### config.mk
export PLATFORM = sky130hd
export DESIGN_NAME = fft_frame_sequencer
export DESIGN_NICKNAME = d
export VERILOG_FILES = /design/src/rtl/fft_frame_sequencer_pkg.sv /design/src/rtl/fft_frame_sequencer_mag2.sv /design/src/rtl/fft_frame_sequencer.sv
export SDC_FILE = /design/constraint.sdc
export NUM_CORES = 2
export LEC_CHECK = 0
export BUFFER_PORTS_ARGS = -buffer_cell sky130_fd_sc_hd__clkbuf_2
export CORE_ASPECT_RATIO = 1.5
export CORE_UTILIZATION = 63
export DETAILED_ROUTE_END_ITERATION = 10
export GPL_ROUTABILITY_DRIVEN = 1
export PLACE_DENSITY = 0.91
export SYNTH_ARGS = -nofsm -noshare
export SYNTH_HDL_FRONTEND = slang
export SYNTH_SLANG_ARGS = --single-unit
### constraint.sdc
create_clock -name clk -period 5.3 [get_ports clk]
set_clock_uncertainty 0.15 [all_clocks]
set_input_delay 1.06 -clock clk [delete_from_list [all_inputs] [get_ports clk]]
set_output_delay 1.06 -clock clk [all_outputs]
set_load 0.01 [all_outputs]
### src/rtl/fft_frame_sequencer_pkg.sv
// ============================================================================
// fft_frame_sequencer_pkg : frame geometry, sample field helpers, FSM states
// Revision : 1.0
// ============================================================================
`default_nettype none

package fft_frame_sequencer_pkg;

    localparam int N     = 32;
    localparam int LOG2N = 5;
    localparam int DW    = 32;
    localparam int HW    = DW / 2;

    typedef enum logic [2:0] {
        ST_LOAD      = 3'd0,
        ST_START     = 3'd1,
        ST_WAIT_DONE = 3'd2,
        ST_READ_ADDR = 3'd3,
        ST_READ_WAIT = 3'd4,
        ST_OUT       = 3'd5
    } state_t;

    // The core expects its input RAM in bit-reversed order so the bins come out natural.
    function automatic logic [LOG2N-1:0] bitrev(input logic [LOG2N-1:0] v);
        logic [LOG2N-1:0] r;
        for (int i = 0; i < LOG2N; i++) begin
            r[i] = v[LOG2N-1-i];
        end
        return r;
    endfunction

    function automatic logic signed [HW-1:0] re_of(input logic [DW-1:0] d);
        return d[DW-1:HW];
    endfunction

    function automatic logic signed [HW-1:0] im_of(input logic [DW-1:0] d);
        return d[HW-1:0];
    endfunction

endpackage

`default_nettype wire

### src/rtl/fft_frame_sequencer_mag2.sv
// ============================================================================
// fft_frame_sequencer_mag2 : registered squared magnitude re^2 + im^2
// Revision : 1.0
// ============================================================================
`default_nettype none

module fft_frame_sequencer_mag2
    import fft_frame_sequencer_pkg::*;
(
    input  logic          clk,
    input  logic          reset,
    input  logic          en,
    input  logic [DW-1:0] data,
    output logic [DW-1:0] mag2
);

    logic signed [HW-1:0] re_v;
    logic signed [HW-1:0] im_v;
    logic signed [DW-1:0] re_x;
    logic signed [DW-1:0] im_x;
    logic signed [DW-1:0] re_sq;
    logic signed [DW-1:0] im_sq;
    logic [DW-1:0]        mag2_d;
    logic [DW-1:0]        mag2_q;

    assign re_v = re_of(data);
    assign im_v = im_of(data);

    // Widen before multiplying; the largest sum (2 * 2^(2*HW-2)) still fits unsigned in DW bits.
    assign re_x  = {{HW{re_v[HW-1]}}, re_v};
    assign im_x  = {{HW{im_v[HW-1]}}, im_v};
    assign re_sq = re_x * re_x;
    assign im_sq = im_x * im_x;

    always_comb begin
        mag2_d = mag2_q;
        if (en) begin
            mag2_d = $unsigned(re_sq) + $unsigned(im_sq);
        end
    end

    always_ff @(posedge clk or posedge reset) begin
        if (reset) begin
            mag2_q <= '0;
        end else begin
            mag2_q <= mag2_d;
        end
    end

    assign mag2 = mag2_q;

endmodule

`default_nettype wire

### src/rtl/fft_frame_sequencer.sv
// ============================================================================
// fft_frame_sequencer : loads frames into the FFT core bit-reversed, starts it,
//                       waits for done and streams bins out with |X|^2
// Revision : 1.0
// ============================================================================
`default_nettype none

module fft_frame_sequencer
    import fft_frame_sequencer_pkg::*;
#(
    parameter int RD_LAT  = 2,
    parameter int TIMEOUT = 4096
) (
    input  logic             clk,
    input  logic             reset,
    input  logic             s_valid,
    output logic             s_ready,
    input  logic [DW-1:0]    s_data,
    output logic             load,
    output logic [LOG2N-1:0] addr_wr,
    output logic [DW-1:0]    in_data,
    output logic             start,
    input  logic             fft_done,
    output logic [LOG2N-1:0] addr_rd,
    input  logic [DW-1:0]    o_data,
    output logic             m_valid,
    input  logic             m_ready,
    output logic [DW-1:0]    m_data,
    output logic [DW-1:0]    m_mag2,
    output logic [LOG2N-1:0] m_index,
    output logic             m_last,
    output logic             busy,
    output logic             err_tmo
);

    localparam int TW = $clog2(TIMEOUT + 1);
    localparam int LW = (RD_LAT > 1) ? $clog2(RD_LAT) : 1;

    state_t           state_q,   state_d;
    logic [LOG2N-1:0] cnt_q,     cnt_d;
    logic [LOG2N-1:0] k_q,       k_d;
    logic [LW-1:0]    lat_q,     lat_d;
    logic [TW-1:0]    tmo_q,     tmo_d;
    logic             done_q,    done_d;
    logic             s_ready_q, s_ready_d;
    logic             load_q,    load_d;
    logic [LOG2N-1:0] addr_wr_q, addr_wr_d;
    logic [DW-1:0]    in_data_q, in_data_d;
    logic             start_q,   start_d;
    logic [LOG2N-1:0] addr_rd_q, addr_rd_d;
    logic             m_valid_q, m_valid_d;
    logic [DW-1:0]    m_data_q,  m_data_d;
    logic [LOG2N-1:0] m_index_q, m_index_d;
    logic             m_last_q,  m_last_d;
    logic             err_tmo_q, err_tmo_d;

    logic             accept;
    logic             capture;
    logic             done_rise;

    assign accept    = (state_q == ST_LOAD) && s_valid && s_ready_q;
    // A done level carried over from the previous frame never qualifies; only a fresh edge does.
    assign done_rise = (state_q == ST_WAIT_DONE) && fft_done && !done_q;
    assign done_d    = fft_done;

    always_comb begin
        state_d   = state_q;
        cnt_d     = cnt_q;
        k_d       = k_q;
        lat_d     = lat_q;
        tmo_d     = tmo_q;
        s_ready_d = s_ready_q;
        load_d    = 1'b0;
        addr_wr_d = addr_wr_q;
        in_data_d = in_data_q;
        start_d   = 1'b0;
        addr_rd_d = addr_rd_q;
        m_valid_d = m_valid_q;
        m_data_d  = m_data_q;
        m_index_d = m_index_q;
        m_last_d  = m_last_q;
        err_tmo_d = err_tmo_q;
        capture   = 1'b0;

        case (state_q)
            ST_LOAD: begin
                if (accept) begin
                    load_d    = 1'b1;
                    addr_wr_d = bitrev(cnt_q);
                    in_data_d = s_data;
                    cnt_d     = cnt_q + 1'b1;
                    if (cnt_q == LOG2N'(N - 1)) begin
                        s_ready_d = 1'b0;
                        state_d   = ST_START;
                    end
                end
            end
            ST_START: begin
                start_d = 1'b1;
                tmo_d   = '0;
                state_d = ST_WAIT_DONE;
            end
            ST_WAIT_DONE: begin
                if (done_rise) begin
                    k_d       = '0;
                    addr_rd_d = '0;
                    state_d   = ST_READ_ADDR;
                end else if (tmo_q == TW'(TIMEOUT - 1)) begin
                    err_tmo_d = 1'b1;
                    cnt_d     = '0;
                    s_ready_d = 1'b1;
                    state_d   = ST_LOAD;
                end else begin
                    tmo_d = tmo_q + 1'b1;
                end
            end
            ST_READ_ADDR: begin
                lat_d   = '0;
                state_d = ST_READ_WAIT;
            end
            ST_READ_WAIT: begin
                // addr_rd was already stable through READ_ADDR, so RD_LAT wait cycles cover the read pipe.
                if (lat_q == LW'(RD_LAT - 1)) begin
                    capture   = 1'b1;
                    m_data_d  = o_data;
                    m_index_d = k_q;
                    m_last_d  = (k_q == LOG2N'(N - 1));
                    m_valid_d = 1'b1;
                    state_d   = ST_OUT;
                end else begin
                    lat_d = lat_q + 1'b1;
                end
            end
            ST_OUT: begin
                if (m_ready) begin
                    m_valid_d = 1'b0;
                    if (k_q == LOG2N'(N - 1)) begin
                        cnt_d     = '0;
                        s_ready_d = 1'b1;
                        state_d   = ST_LOAD;
                    end else begin
                        k_d       = k_q + 1'b1;
                        addr_rd_d = k_q + 1'b1;
                        state_d   = ST_READ_ADDR;
                    end
                end
            end
            default: begin
                state_d = ST_LOAD;
            end
        endcase
    end

    always_ff @(posedge clk or posedge reset) begin
        if (reset) begin
            state_q   <= ST_LOAD;
            cnt_q     <= '0;
            k_q       <= '0;
            lat_q     <= '0;
            tmo_q     <= '0;
            done_q    <= 1'b0;
            s_ready_q <= 1'b1;
            load_q    <= 1'b0;
            addr_wr_q <= '0;
            in_data_q <= '0;
            start_q   <= 1'b0;
            addr_rd_q <= '0;
            m_valid_q <= 1'b0;
            m_data_q  <= '0;
            m_index_q <= '0;
            m_last_q  <= 1'b0;
            err_tmo_q <= 1'b0;
        end else begin
            state_q   <= state_d;
            cnt_q     <= cnt_d;
            k_q       <= k_d;
            lat_q     <= lat_d;
            tmo_q     <= tmo_d;
            done_q    <= done_d;
            s_ready_q <= s_ready_d;
            load_q    <= load_d;
            addr_wr_q <= addr_wr_d;
            in_data_q <= in_data_d;
            start_q   <= start_d;
            addr_rd_q <= addr_rd_d;
            m_valid_q <= m_valid_d;
            m_data_q  <= m_data_d;
            m_index_q <= m_index_d;
            m_last_q  <= m_last_d;
            err_tmo_q <= err_tmo_d;
        end
    end

    fft_frame_sequencer_mag2 u_mag2 (
        .clk   (clk),
        .reset (reset),
        .en    (capture),
        .data  (o_data),
        .mag2  (m_mag2)
    );

    assign s_ready = s_ready_q;
    assign load    = load_q;
    assign addr_wr = addr_wr_q;
    assign in_data = in_data_q;
    assign start   = start_q;
    assign addr_rd = addr_rd_q;
    assign m_valid = m_valid_q;
    assign m_data  = m_data_q;
    assign m_index = m_index_q;
    assign m_last  = m_last_q;
    assign busy    = (state_q != ST_LOAD);
    assign err_tmo = err_tmo_q;

endmodule

`default_nettype wire

==> summary.md, run 1 <==
| Metric | Value |
|---|---|
| Total GRT Usage | 52.4% |
| DP Wirelength | 55.5 mm |
| Yosys cell types | 62 |
| Top post-synthesis cells by count | inv_1 (631), fa_1 (520), nand2_1 (281) |
| # clock sinks | 140 |
| Site Rows | 85 |
| Number of synthesized register bits | 140 |
| Post-synthesis sequential area ratio | 15.2% |
| H-tree level count | 4 |
| Netlist Area Pre-Place | 23000 um^2 |
| Main synth FF type | dfrtp_1 |
| CTS Buf Count | 17 |
| GRT Residual Overflow | 65 |
| Run Error | [ERROR GRT-0116] Global routing finished with congestion. Check the congestion regions in the DRC Viewer. |
| # port buffers | 186 |
| Post-synth EDFFs | 0 |
| Clock Path Buffers | 2 |
| Gp weighted congestion | 1.00 |
| Most numerous cell in the Yosys netlist | inv_1 |
| Die width | 158 um |
| Synth top area share | 45.3% |
| Die Span Y | 236 um |
| Dpl cells | 3199 |
| Largest net degree at the start of global routing | 105 |
| Vias in the first global route | 24530 |
| I/O Pins | 187 |
| Syn Area/Cell | 9.95 um^2 |
| Async S/R FF share, synth | 100% |
| Initial Util | 64.0% |
| Top post-synthesis cells by area | fa_1 (45%), dfrtp_1 (15%), inv_1 (10%), ha_1 (8.6%), nand2_1 (4.6%) |
| CTS root buffer | clkbuf_16 |
| Status | did not finish |
| Synthesized Nets | 3058 |
| Post-synth top area cell | fa_1 |
| Stage reached | global routing |
| First-pass GRT wire length | 141 mm |
| DP Worst Slack | -2.76 ns |
| Warnings, synthesis | 0 |
| Cell count after synthesis | 2311 |
-- metrics by stage --
step	setup TNS, ns	hold slack (ns)	cell area (um^2)
2_1_floorplan	-41.04	0.318	23600
3_3_place_gp	-54.54	0.298	26900
3_5_place_dp	-58.87	0.302	26900
4_1_cts	-40.58	0.318	28900
-- cells by family after synthesis --
logic type | count (synthesis) | synth area share, %
buf+inv | 703 | 11.5
fa+ha+maj | 678 | 53.9
simple gates | 531 | 10.7
compound gates | 151 | 4.16
flops | 140 | 15.2
xor+xnor | 65 | 2.48
mux | 42 | 2.05
other cells | 1 | 0.0163
-- timing repair --
item / in CTS
gates resized for setup: 262
endpoints found under the setup margin: 26
setup buffers: 44
pin swaps: 123
cloned: 1
hold buffers: 0
-- metal layers --
layer  global-route usage [%]  GRT overflow
met5                     3.67             0
met4                     52.9            38
met3                     27.9             0
met2                     76.6            27
met1                     50.5             0
==> run 2, diff against run 1 <==
--- a/config.mk
+++ b/config.mk
@@ -6,11 +6,10 @@
 export NUM_CORES = 2
 export LEC_CHECK = 0
 export BUFFER_PORTS_ARGS = -buffer_cell sky130_fd_sc_hd__clkbuf_2
-export CORE_ASPECT_RATIO = 1.5
-export CORE_UTILIZATION = 63
+export CORE_UTILIZATION = 40
 export DETAILED_ROUTE_END_ITERATION = 10
 export GPL_ROUTABILITY_DRIVEN = 1
-export PLACE_DENSITY = 0.91
+export PLACE_DENSITY_LB_ADDON = 0.15
 export SYNTH_ARGS = -nofsm -noshare
 export SYNTH_HDL_FRONTEND = slang
 export SYNTH_SLANG_ARGS = --single-unit
==> run 2 against run 1 <==
The flow now finishes, with violations (negative setup slack). Synthesized cell count unchanged. Area after synthesis unchanged.
==> summary.md, run 2 <==
| Metric | Value |
|---|---|
| H-tree level count | 4 (unchanged) |
| Synth top area share | 45.3% (unchanged) |
| Commonest non-fill, non-tap cell in the layout | inv_1 |
| Vias in the first global route | 18503 |
| Top post-synthesis cells by area | fa_1 (45%), dfrtp_1 (15%), inv_1 (10%), ha_1 (8.6%), nand2_1 (4.6%) |
| DP Wirelength | 52.2 mm (-5.9%) |
| Register Area | 3500 um^2 |
| Iteration-0 DRC Markers | 624 |
| Drt wl/cell | 16.9 um |
| DRT antenna net count | 0 |
| Total GRT Usage | 21.6% |
| Crit-path leading delay family | adder cells |
| First-pass GRT wire length | 99.2 mm |
| Dpl cells | 3481 (+8.8%) |
| Post-route insts no fill | 3576 |
| Worst path required time | 5.47 ns |
| # clock sinks | 140 (unchanged) |
| Number of fill cells in the layout | 5203 |
| CTS root buffer | clkbuf_16 |
| Site Rows | 87 (+2.4%) |
| Gp weighted congestion | 0.894 (-11%) |
| Initial antenna violation count | 1 |
| Cell count after synthesis | 2311 (unchanged) |
| Worst path bufs/invs | 6 |
| CP cell instances | clkbuf_4 > clkinvlp_4 > buf_4 > nor2_4 > fa_1 > fa_1 > fa_1 > fa_1 > fa_1 > fa_1 > fa_1 > inv_1 > fa_1 > inv_2 > ha_4 > nand4_1 > nor4_2 > nand3_2 > a41oi_4 > buf_6 > o21a_1 > nor3_1 > o31ai_1 |
| Post-synthesis sequential area ratio | 15.2% (unchanged) |
| CTS Buf Count | 17 (unchanged) |
| Max-cap violation count | 0 |
| Warnings, synthesis | 0 (unchanged) |
| P&R area growth vs syn | 29.5% |
| Final setup fails | 26 |
| Setup_tns | -40.70 ns |
| Hold Vio Cnt, Final | 0 |
| Worst-Skew Late Latency | 0.42 ns |
| Syn Area/Cell | 9.95 um^2 (unchanged) |
| Top post-synthesis cells by count | inv_1 (631), fa_1 (520), nand2_1 (281) |
| Worst Path Arrival | 7.60 ns |
| Most numerous cell in the Yosys netlist | inv_1 |
| PnR worst setup slack | -2.13 ns |
| F_max | 135 MHz |
| DR pass1 iterations | 6 |
| Post-CTS Hold Buffers | 0 (unchanged) |
| Largest net degree at the start of global routing | 102 |
| Synthesized Nets | 3058 (unchanged) |
| Hold crit path type | flop to flop |
| Endpoint type of the worst setup path | flop |
| Via count | 16531 |
| Async S/R FF share, synth | 100% (unchanged) |
| Die Span Y | 242 um (+2.4%) |
| Yosys cell types | 62 (unchanged) |
| Clock Path Buffers | 2 (unchanged) |
| Core Area | 56600 um^2 |
| GRT Residual Overflow | 0 |
| DIE AREA | 58500 um^2 |
| Initial Util | 40.6% (-23 points) |
| Clock-pin slew on the worst setup and hold paths | 0.06 ns |
| Slowest cell on crit path | fa_1 |
| Crit Path Max Fanout | 4 |
| CTS tree | built |
| Most frequent CP cell | fa_1 |
| Post-route clock period utilization | 140% |
| Final Max Tran Viols | 0 |
| I/O Pins | 187 (unchanged) |
| RSZ-0062 raised after global routing | yes |
| Post-synth EDFFs | 0 (unchanged) |
| # port buffers | 186 (unchanged) |
| Layout cell share with drive strength beyond 1 | 30.4% |
| Number of synthesized register bits | 140 (unchanged) |
| Commonest cells after routing, fill and taps aside | inv_1 (578), fa_1 (482), buf_4 (294) |
| Netlist Area Pre-Place | 23000 um^2 (unchanged) |
| Post-synth top area cell | fa_1 |
| Critical path class | input pin to flop |
| Routed Wire Length | 60.5 mm |
| Post-layout nets | 3550 |
| Failing checks | negative setup slack |
| Vias per std cell | 4.62 |
| Worst slew pin tran | 0.975 ns |
| Fin crit period | 7.43 ns |
| Status | finished with violations |
| Relative slew slack | 35.0% |
| Main synth FF type | dfrtp_1 |
| Critical path startpoint category | input pin |
| Die width | 242 um (+53%) |
| Multi-input gate area | 17900 um^2 |
| CP peak stage delay | 0.61 ns |
| Drt drc | 0 |
## run 2: cell counts after synthesis
Identical to the previous run, type by type.
## run 2: kinds of logic (layout without fill, tap and decap cells)
logic type	Yosys count	after routing	share of synthesized area, %
DFF	140	140	15.2
adders and majority gates	678	678	53.9
other	1	5	0.0163
and+or+nand+nor	531	531	10.7
xor gates and xnor gates	65	65	2.48
AOI/OAI and AO/OA	151	151	4.16
buffers and inverters	703	1208	11.5
muxes	42	42	2.05
## run 2: final timing paths
| path | slack (ns) | end | startpoint | depth (start not counted) |
|---|---|---|---|---|
| max in group asynchronous | 3.19 | in_data[4] | reset | 3 |
| hold / removal | 0.31 | err_tmo | err_tmo | 1 |
| hold reg to reg | 0.31 | err_tmo | err_tmo | 1 |
| setup reg to reg | 2.50 | addr_rd[2] | state_q[2] | 8 |
| setup / recovery | -2.13 | u_mag2.mag2[29] | o_data[13] | 23 |
| min in group asynchronous | 0.72 | u_mag2.mag2[13] | reset | 2 |
## run 2: repair_timing
item	CTS	global route
setup endpoints to repair	26	26
setup buffers	35	26
gates cloned	0	3
resized for setup	179	142
pin swaps	71	78
## run 2: worst reg2reg max path, cell delays in order, from the launching register on
cell and delay, ns:
dfrtp_1 0.52, nor2_1 0.33, nand2_1 0.20, nor3_1 0.57, a221o_1 0.29, or2_1 0.33, nor2_1 0.10, xnor2_1 0.15
nor2_1 0.06
## run 2: metal layers
layer / global-route usage (%) / vias up / routed length [um]
met5: 0 / - / 0
met4: 6.03 / 0 / 1660
met3: 2.82 / 74 / 2480
met2: 36.2 / 299 / 29300
met1: 29.3 / 8401 / 27100
li1: - / 7757 / -
## run 2: layout make-up
cell class              count  area share, %
diodes                      4         0.0336
clock buffers              18           1.48
clock inverters            14          0.618
inverters                 633           8.18
multi-input cells        1468           60.0
flip-flops and latches    140           11.8
well taps                 756           3.18
repair buffers            543           14.7
## run 2: per-stage QoR
step | util [%] | cell area [um^2] | setup WS [ns] | hold slack [ns]
2_1_floorplan | - | 23600 | -2.23 | 0.318
3_3_place_gp | 48.4 | 27400 | -2.69 | 0.297
3_5_place_dp | 48.4 | 27400 | -2.81 | 0.297
4_1_cts | 51.3 | 29100 | -2.10 | 0.312
5_1_grt | 52.6 | 29800 | -2.30 | 0.322
6_report | 52.6 | 29800 | -2.13 | 0.309
Power of run 2 is not shown: default switching activity piles up to over one toggle a cycle in this logic, so the estimate is an artifact.
